--- config.mk ---
export PLATFORM = sky130hd
export DESIGN_NAME = if_stage
export DESIGN_NICKNAME = d
export VERILOG_FILES = /design/src/rtl/if_stage.sv
export SDC_FILE = /design/constraint.sdc
export NUM_CORES = 1
export LEC_CHECK = 0
export ABC_CLOCK_PERIOD_IN_PS = 1900
export CAP_MARGIN = 20
export CORE_ASPECT_RATIO = 0.5
export CORE_MARGIN = 5
export CORE_UTILIZATION = 36
export DETAILED_ROUTE_END_ITERATION = 10
export MAX_ROUTING_LAYER = met4
export PLACE_DENSITY = 0.72
export SYNTH_ARGS = -nofsm -noshare
export SYNTH_HDL_FRONTEND = slang
export SYNTH_SLANG_ARGS = --single-unit
--- constraint.sdc ---
create_clock -name clk_i -period 1.9 [get_ports clk_i]
set_input_delay 0.285 -clock clk_i [delete_from_list [all_inputs] [get_ports clk_i]]
set_output_delay 0.285 -clock clk_i [all_outputs]
set_load 0.03 [all_outputs]
--- src/rtl/if_stage.sv ---
`default_nettype none
// ============================================================================
// Module      : if_stage
// Description : Instruction-fetch stage. Owns the program counter, drives the
//               instruction-memory address and registers the fetched word
//               into the IF/ID pipeline register. Honours stall, flush and
//               redirect requests and counts accepted fetches.
// Revision    : 1.0 - initial release
// ============================================================================
module if_stage #(
  parameter logic [31:0] RESET_PC  = 32'h0000_0000,
  parameter logic [31:0] NOP_INSTR = 32'h0000_0000
) (
  input  logic        clk_i,
  input  logic        reset_i,          // synchronous, active-low
  input  logic        stall_i,
  input  logic        flush_i,
  input  logic        redirect_valid_i,
  input  logic [31:0] redirect_pc_i,
  output logic [31:0] imem_addr_o,
  input  logic [31:0] imem_rdata_i,
  output logic        id_valid_o,
  output logic [31:0] id_instr_o,
  output logic [31:0] id_pc_o,
  output logic [31:0] id_pc4_o,
  output logic [31:0] fetch_count_o
);

  localparam logic [31:0] c_PC_STEP    = 32'd4;
  localparam logic [31:0] c_ALIGN_MASK = 32'hFFFF_FFFC;

  // Architectural state
  logic [31:0] pc_q,          pc_d;
  logic        id_valid_q,    id_valid_d;
  logic [31:0] id_instr_q,    id_instr_d;
  logic [31:0] id_pc_q,       id_pc_d;
  logic [31:0] id_pc4_q,      id_pc4_d;
  logic [31:0] fetch_count_q, fetch_count_d;

  // Shared helpers
  logic [31:0] w_pc_plus4;
  logic [31:0] w_redirect_aligned;
  logic        w_kill;   // current fetch is wrong-path or flushed
  logic        w_load;   // current fetch is accepted into IF/ID

  assign w_pc_plus4         = pc_q + c_PC_STEP;             // wraps mod 2^32
  assign w_redirect_aligned = redirect_pc_i & c_ALIGN_MASK; // word-align target
  assign w_kill             = flush_i | redirect_valid_i;
  assign w_load             = ~w_kill & ~stall_i;

  // Next PC: redirect beats stall, stall beats sequential advance
  always_comb begin
    pc_d = w_pc_plus4;
    if (redirect_valid_i) begin
      pc_d = w_redirect_aligned;
    end else if (stall_i) begin
      pc_d = pc_q;
    end
  end

  // Next IF/ID contents: a kill inserts a bubble but keeps the old PC tags
  always_comb begin
    id_valid_d    = id_valid_q;
    id_instr_d    = id_instr_q;
    id_pc_d       = id_pc_q;
    id_pc4_d      = id_pc4_q;
    fetch_count_d = fetch_count_q;
    if (w_kill) begin
      id_valid_d = 1'b0;
      id_instr_d = NOP_INSTR;
    end else if (w_load) begin
      id_valid_d    = 1'b1;
      id_instr_d    = imem_rdata_i;
      id_pc_d       = pc_q;
      id_pc4_d      = w_pc_plus4;
      fetch_count_d = fetch_count_q + 32'd1;
    end
  end

  // State registers with synchronous active-low reset overriding all requests
  always_ff @(posedge clk_i) begin
    if (!reset_i) begin
      pc_q          <= RESET_PC;
      id_valid_q    <= 1'b0;
      id_instr_q    <= NOP_INSTR;
      id_pc_q       <= 32'd0;
      id_pc4_q      <= 32'd0;
      fetch_count_q <= 32'd0;
    end else begin
      pc_q          <= pc_d;
      id_valid_q    <= id_valid_d;
      id_instr_q    <= id_instr_d;
      id_pc_q       <= id_pc_d;
      id_pc4_q      <= id_pc4_d;
      fetch_count_q <= fetch_count_d;
    end
  end

  // Outputs come straight from registers; imem_addr is the live PC
  assign imem_addr_o   = pc_q;
  assign id_valid_o    = id_valid_q;
  assign id_instr_o    = id_instr_q;
  assign id_pc_o       = id_pc_q;
  assign id_pc4_o      = id_pc4_q;
  assign fetch_count_o = fetch_count_q;

endmodule
`default_nettype wire

# After elaboration in Yosys (flattened, before gate mapping)
# Index checks and enable logic that the tools add are counted.
dict set report totals {
  output_inout_bits 161
  in_bits 69
  wordCells 20
  ff_bits 161
}
dict set report op_classes {
  eq_ne 1
  muxes 2
  add_sub_neg 2
  n_bitwise 5
  n_reduce_logical 3
}
# op count
set op_table {}
lappend op_table {{$mux 32} 2}
lappend op_table {{$add 32x1->32 const B} 1}
lappend op_table {{$add 32x3->32 const B} 1}
lappend op_table {{$reduce_or 2->1} 2}
lappend op_table {{$not 1->1} 3}
lappend op_table {{$ne 2x1->1 const B} 1}
lappend op_table {{$reduce_and 2->1} 1}
lappend op_table {{$and 1x1->1} 1}
lappend op_table {{$or 1x1->1} 1}

# Depth between registers and ports, before layout
# Gate-level depths: netlist of run 1.
dict set report logic_depth {
  ltp_word 4
  depth_mapped 8
  depth_no_buf 6
}

# Worst setup path before layout of run 1
# OpenSTA, ideal clock, no wires.
dict set report synth_timing {
  path_kind {register -> register}
  from {register fetch_count_q[0], in the netlist fetch_count_o[0]}
  to {register fetch_count_q[14], in the netlist fetch_count_o[14]}
  path_slack_ps -221
  synth_period_minus_slack_ps 2121
  n_path_buf 1
  setup_ps 128
  t_required_ps 1772
  t_arrival_ps 1994
  stages_incl_launch_ff 8
  path_cell_list {dfxtp_1 > ha_1 > or4b_1 > clkbuf_1 > nor4_2 > nand4_1 > xor2_1 > nor2_1}
}
dict set report synth_between {
  elab_chain_cells 1
}
# item line
set synth_lines {}
lappend synth_lines {{start: declaration} 38} ;# logic [31:0] fetch_count_q, fetch_count_d;
lappend synth_lines {{start signal: assignment} 95} ;# fetch_count_q <= fetch_count_d;
lappend synth_lines {{$add 32x1->32} 76} ;# fetch_count_d = fetch_count_q + 32'd1;
# Every way passes these cells.
# A chain may end at the register's enable or synchronous reset.

# Worst setup path in the final report of run 1
dict set report layout_timing {
  from {register pc_q[6], in the netlist imem_addr_o[6]}
  to {output imem_addr_o[6]}
}
# item line
set layout_lines {}
lappend layout_lines {{start: declaration} 33} ;# logic [31:0] pc_q, pc_d;
lappend layout_lines {{start signal: assignment} 90} ;# pc_q <= pc_d;
lappend layout_lines {{end: declaration} 20} ;# output logic [31:0] imem_addr_o,
# No word-level cell between the ends.

==> run_results.csv, run 1 <==
group,metric,value,unit
run_status,status,"completed",
worst_setup_path,max_stage_delay,0.67,ns
finish,nets,1069,
floorplanning,initial_core_util,37.2,%
worst_setup_path,endpoint_kind,"output port",
floorplanning,rows,34,
floorplanning,die_w,201,um
worst_setup_path,worstPathArrival,1.56,ns
worst_setup_path,critical_path_class,"flip-flop to output port",
synth,synth_compound_area_share,16.5,%
routing,viasPerCell,5.06,
grt,grt_pass1_vias,6207,
clock_tree,post_cts_buffers,0,
routing,firstDrtPassIters,5,
synth,synth_cell_types,42,
power_and_ir_drop,p_per_area,762,nW/um^2
synth,yosysTopAreaCell,"dfxtp_1",
routing,drt-wirelength-per-cell,17.0,um
synth,synthMuxAreaShare,0.305,%
synth,synth_xor_area_share,11.2,%
sta,tns,0,ns
grt,grt_busiest_layer,"met2",
synth,ys_seq_area_share,47.3,%
routing,drt_wl_total,21100,um
synth,yosysWarnings,0,
worst_setup_path,cp.depth,2,
sta,rsz0062_at_grt,"no",
clock_tree,cts_root_buf,"clkbuf_16",
sta,fmax,0.541,GHz
routing,antenna_left,0,
synth,synth_area_leaders,"dfxtp_1, xnor2_1, a21oi_1, o221a_2, nand2_1",
synth,syn_inst,749,
clock_tree,clk-insertion-delay-late,0.42,ns
grt,antenna_found_initial,0,
sta,fin_skew,0.00954,ns
finish,areaGrowthSynthToFinish,53.4,%
synth,netlist_area,6560,sq um
clock_tree,clk_pin_slew_worst_paths,0.06,ns
placement,placed_area,9460,sq um
routing,drtIter0Drc,356,
power_and_ir_drop,vdd_drop_max,0.000642,V
clock_tree,cts_made_buffers,17,
synth,yosys.area.top_type_share,47.3,%
worst_setup_path,r2r_setup_slack,0.12,ns
worst_setup_path,reg2reg_depth,5,
finish,post-route-cell-area,10100,sq um
clock_tree,cts_tree,"done",
synth,ys.flop_type,"dfxtp_1",
finish,drive_gt1_share,16.8,%
floorplanning,dieHeight,105,um
grt,grtUsageMet1,25.7,%
floorplanning,core_area,17600,sq um
worst_hold_path,hold_path_depth,5,
synth,synth_seq_cells,155,
finish,num-fill-cells,1527,
sta,slew_violations,0,
clock_tree,htreeDepth,4,
routing,num_vias,6296,
worst_setup_path,critPathLaunchType,"flip-flop",
synth,synth_most_common_cell,"dfxtp_1",
synth,synth_top_family_by_area,"simple AND/OR/NAND/NOR gates",
finish,antenna_cells,0,
worst_hold_path,min_path_type,"input pin to flip-flop",
synth,ys_async_sr_fraction,0,%
worst_setup_path,r2r-end,"imem_addr_o[29]",
worst_setup_path,worstPathRequired,1.62,ns
worst_setup_path,critPathSlowestCell,"clkdlybuf4s50_1",
worst_setup_path,rr_startpoint,"imem_addr_o[12]",
placement,dp_hpwl,15400,um
synth,yosys-top-cells-count,"dfxtp_1, nand2_1, a21oi_1",
clock_tree,clockBufferDepth,2,
sta,period_share,97.4,%
grt,grt_pass1_wl,34200,um
worst_setup_path,crit_chain,"buf_4, clkdlybuf4s50_1",
synth,yosys.area_share.simple,19.2,%
placement,port_buffers,221,
worst_setup_path,path_buf_inv,2,
grt,grt_use_total,20.2,%
worst_setup_path,crit_family,"buffers and inverters",
power_and_ir_drop,total_power,7.67,mW
run,max_cap_viol_count,0,
placement,routabilityCongestion,0.886,
synth,yosys.area_share.adder,0.381,%
placement,dpl.cell_count,1213,
finish,finalNonFillerCells,1245,
routing,drc_errors,0,
grt,grt_max_degree,53,
grt,grt.met2_usage,33.2,%
floorplanning,num_io_pins,230,
clock_tree,cts.sinks,155,
synth,synth_edf_count,0,
sta,period_needed,1.85,ns
grt,gr-usage-met3,3.56,%
sta,finalHoldViolations,0,
grt,grt-ovfl-total,0,
floorplanning,die_area,21200,sq um
worst_hold_path,hold_end,"fetch_count_o[2]",
sta,finalSetupViolCount,0,
worst_setup_path,cp_max_fo,7,
worst_hold_path,hp-start,"stall_i",
power_and_ir_drop,p_leak,3.85,nW
synth,avgSynthCellArea,8.76,sq um
==> layout make-up <==
class                           instances  area [sq um]  area share, %
Inverter                                9          33.8          0.336
Sequential cell                       155          3130           31.1
Timing Repair Buffer                  293          2870           28.5
Tap cell                              234           293           2.91
Clock buffer                           18           439           4.36
Clock inverter                         14           114           1.13
Multi-Input combinational cell        522          3180           31.6
==> through the flow <==
step                hold WS (ns)  worst slack, ns  utilization, %
finish                     0.420           0.0501            57.1
floorplan                  0.364        -0.000485               -
global placement           0.442           -0.249            53.7
detailed placement         0.449           -0.286            53.7
global route               0.418         0.000679            57.1
CTS                        0.405         0.000301            56.8
==> per-layer routing <==
layer / part of all wire (%) / up-vias
met2: 48 / 159
met3: 3.9 / 27
met1: 46 / 2994
li1: - / 3116
met5: 0 / -
met4: 2.0 / 0
==> worst reg2reg max path: stages, from the launching register on <==
cell and delay [ns]:
dfxtp_2 0.33, and4_1 0.25, nand4_1 0.14, or3_1 0.35
or4_1 0.48, a31oi_1 0.16
==> how the worst max path moves through the flow <==
stage,from,end,slack [ns]
detailed placement,redirect_valid_i,fetch_count_o[6],-0.29
global route,imem_addr_o[9],imem_addr_o[9],0.0007
CTS,imem_addr_o[21],imem_addr_o[21],0.0003
finish,imem_addr_o[6],imem_addr_o[6],0.05
global placement,redirect_valid_i,fetch_count_o[20],-0.25
floorplan,fetch_count_o[0],fetch_count_o[14],-0.0005
==> kinds of logic (layout without fill, tap and decap cells) <==
logic type	Yosys count	count (layout)
flops	155	155
buf+inv	77	334
xor+xnor	84	84
fa+ha+maj	2	2
simple gates	259	259
other cells	1	6
mux	2	2
compound gates	169	169
==> power breakdown <==
group	internal (mW)	switching [mW]	leakage (nW)	total, mW
Combinational	0.475	0.584	2.32	1.06
Clock	1.73	1.47	0.262	3.20
Sequential	3.35	0.0568	1.27	3.41
==> sequential cells by signal (all words and copies together), names as in the netlist <==
| register | count |
|---|---|
| id_pc_o | 30 |
| id_valid_o | 1 |
| imem_addr_o | 30 |
| fetch_count_o | 32 |
| id_pc4_o | 30 |
| id_instr_o | 32 |
==> repair_timing <==
item / in CTS / in global routing
setup endpoints to repair: 5 / 28
resized for setup: 5 / 20
hold buffers: 0 / 0
==> placed cells by master (no fill, tap or decap), drive strengths merged, types with 2 or more instances in the layout <==
cell and n:
clkdlybuf4s50 198, dfxtp 155, nand2 88, a21oi 76
buf 73, nor2 59, xnor2 50, o21ai 45
xor2 34, o221a 32, nand4 25, nor3 24
clkbuf 18, nand3 17, dlymetal6s2s 17, nor4 17
inv 14, a211oi 11, and4 7, and3 7
conb 6, dlygate4sd2 5, clkinv 5, or3 4
clkinvlp 4, nor2b 2, mux2i 2, or2 2
a31oi 2, and2 2, ha 2
No activity file was read; power rests on OpenSTA's default activity.
==> inputs of run 2 (changes only) <==
--- a/config.mk
+++ b/config.mk
@@ -13,6 +13,7 @@
 export DETAILED_ROUTE_END_ITERATION = 10
 export MAX_ROUTING_LAYER = met4
 export PLACE_DENSITY = 0.72
+export SKIP_CTS_REPAIR_TIMING = 1
 export SYNTH_ARGS = -nofsm -noshare
 export SYNTH_HDL_FRONTEND = slang
 export SYNTH_SLANG_ARGS = --single-unit
==> run 2 against run 1 <==
Effect of this change: worst setup slack got worse by 0.0024 ns; first-iteration DRC count rose by 9.0%; die area stayed put; combinational power barely moved; critical path depth is 1 lower; final area is 0.19% higher; critical endpoint is now fetch_count_o[7].
==> run_results.csv, run 2 (synthesized netlist as in run 1, its figures left out) <==
group,metric,value,unit
clock_tree,clk-insertion-delay-late,0.42,ns
routing,drtIter0Drc,388,
routing,drc_errors,0,
worst_setup_path,path_buf_inv,1,
finish,drive_gt1_share,16.8,%
floorplanning,core_area,17600,sq um
finish,antenna_cells,0,
worst_setup_path,cp_max_fo,5,
clock_tree,htreeDepth,4,
power_and_ir_drop,vdd_drop_max,0.000642,V
routing,viasPerCell,5.04,
worst_setup_path,critical_path_class,"flip-flop to output port",
grt,grt_pass1_vias,6207,
floorplanning,num_io_pins,230,
sta,period_needed,1.85,ns
floorplanning,die_w,201,um
grt,grt_use_total,20.2,%
power_and_ir_drop,total_power,7.68,mW
clock_tree,cts.sinks,155,
worst_setup_path,crit_family,"buffers and inverters",
power_and_ir_drop,p_leak,3.91,nW
clock_tree,clockBufferDepth,2,
finish,areaGrowthSynthToFinish,53.7,%
power_and_ir_drop,power_frac_seq,44.4,%
power_and_ir_drop,intPower,5.56,mW
routing,firstDrtPassIters,5,
placement,pre_cts_slack,-0.286,ns
floorplanning,die_area,21200,sq um
worst_setup_path,critPathSlowestCell,"clkdlybuf4s50_1",
sta,layout_setup_ws,0.0477,ns
clock_tree,cts_made_buffers,17,
placement,routabilityCongestion,0.886,
finish,final_cell_mix,"clkdlybuf4s50_1, dfxtp_1, nand2_1",
grt,grt_pass1_wl,34200,um
sta,finalSetupViolCount,0,
clock_tree,clk_pin_slew_worst_paths,0.06,ns
floorplanning,initial_core_util,37.2,%
worst_setup_path,endpoint_kind,"output port",
placement,port_buffers,221,
power_and_ir_drop,combPwrFrac,13.8,%
placement,dp_hpwl,15400,um
grt,grt_max_degree,53,
worst_setup_path,critPathLaunchType,"flip-flop",
worst_setup_path,crit_chain,"clkdlybuf4s50_1",
run,max_cap_viol_count,0,
worst_setup_path,max_stage_delay,0.72,ns
routing,num_vias,6280,
sta,slew_violations,0,
clock_tree,cts_tree,"done",
floorplanning,rows,34,
sta,finalHoldViolations,0,
sta,rsz0062_at_grt,"no",
floorplanning,dieHeight,105,um
sta,fmax,0.540,GHz
worst_setup_path,worstPathRequired,1.62,ns
power_and_ir_drop,clkPwrFrac,41.8,%
clock_tree,cts_root_buf,"clkbuf_16",
routing,drt-wirelength-per-cell,17.0,um
power_and_ir_drop,swShare,27.5,%
power_and_ir_drop,switchingPower,2.12,mW
power_and_ir_drop,p_per_area,762,nW/um^2
worst_hold_path,min_path_type,"input pin to flip-flop",
run_status,status,"completed",
sta,period_share,97.5,%
sta,fin_skew,0.00984,ns
grt,grt-ovfl-total,0,
grt,antenna_found_initial,0,
finish,nets,1069,
worst_setup_path,worstPathArrival,1.57,ns
finish,final_common_cell,"clkdlybuf4s50_1",
routing,drt_wl_total,21100,um
routing,antenna_left,0,
-- run 2: cell count changes in the layout (fill, tap and decap cells not counted) --
cell,change
dlygate4sd2_1,-5
dlymetal6s2s_1,+5
-- run 2: layer usage --
metal | part of all wire, % | GRT usage [%]
met5 | 0 | -
met4 | 2.0 | 6.33
met3 | 4.1 | 3.56
met2 | 48 | 33.2
met1 | 46 | 25.7
-- run 2: area by class of cell --
class | instances | area, sq um
clock buffers | 18 | 439
flip-flops and latches | 155 | 3130
multi-input cells | 522 | 3180
repair buffers | 293 | 2890
clock inverters | 14 | 114
fillers | 1523 | 7530
inverters | 9 | 33.8
well taps | 234 | 293
-- run 2: final timing paths --
| path | from | to | slack (ns) | cells past startpoint |
|---|---|---|---|---|
| setup / recovery | fetch_count_o[7] | fetch_count_o[7] | 0.05 | 1 |
| hold / removal | stall_i | fetch_count_o[2] | 0.42 | 5 |
| setup reg to reg | imem_addr_o[12] | imem_addr_o[29] | 0.11 | 5 |
| hold reg to reg | id_pc_o[2] | id_pc_o[2] | 0.46 | 2 |
-- run 2: power groups by stage --
stage,registers (mW),clock network (mW),logic (mW)
floorplan,3.70,0,0.313
global placement,3.48,0,1.05
detailed placement,3.48,0,1.06
CTS,3.41,3.29,1.07
global route,3.42,3.45,1.13
finish,3.41,3.21,1.06
-- run 2: per-stage QoR --
stage          hold WS, ns  cells  utilization [%]  area (sq um)    TNS, ns
2_1_floorplan        0.364    754                -          6630  -0.000485
3_3_place_gp         0.442   1213             53.7          9460      -5.91
3_5_place_dp         0.449   1213             53.7          9460      -7.39
4_1_cts              0.405   1245             56.8         10000     -0.230
5_1_grt              0.418   1245             57.2         10100          0
6_report             0.421   1245             57.2         10100          0
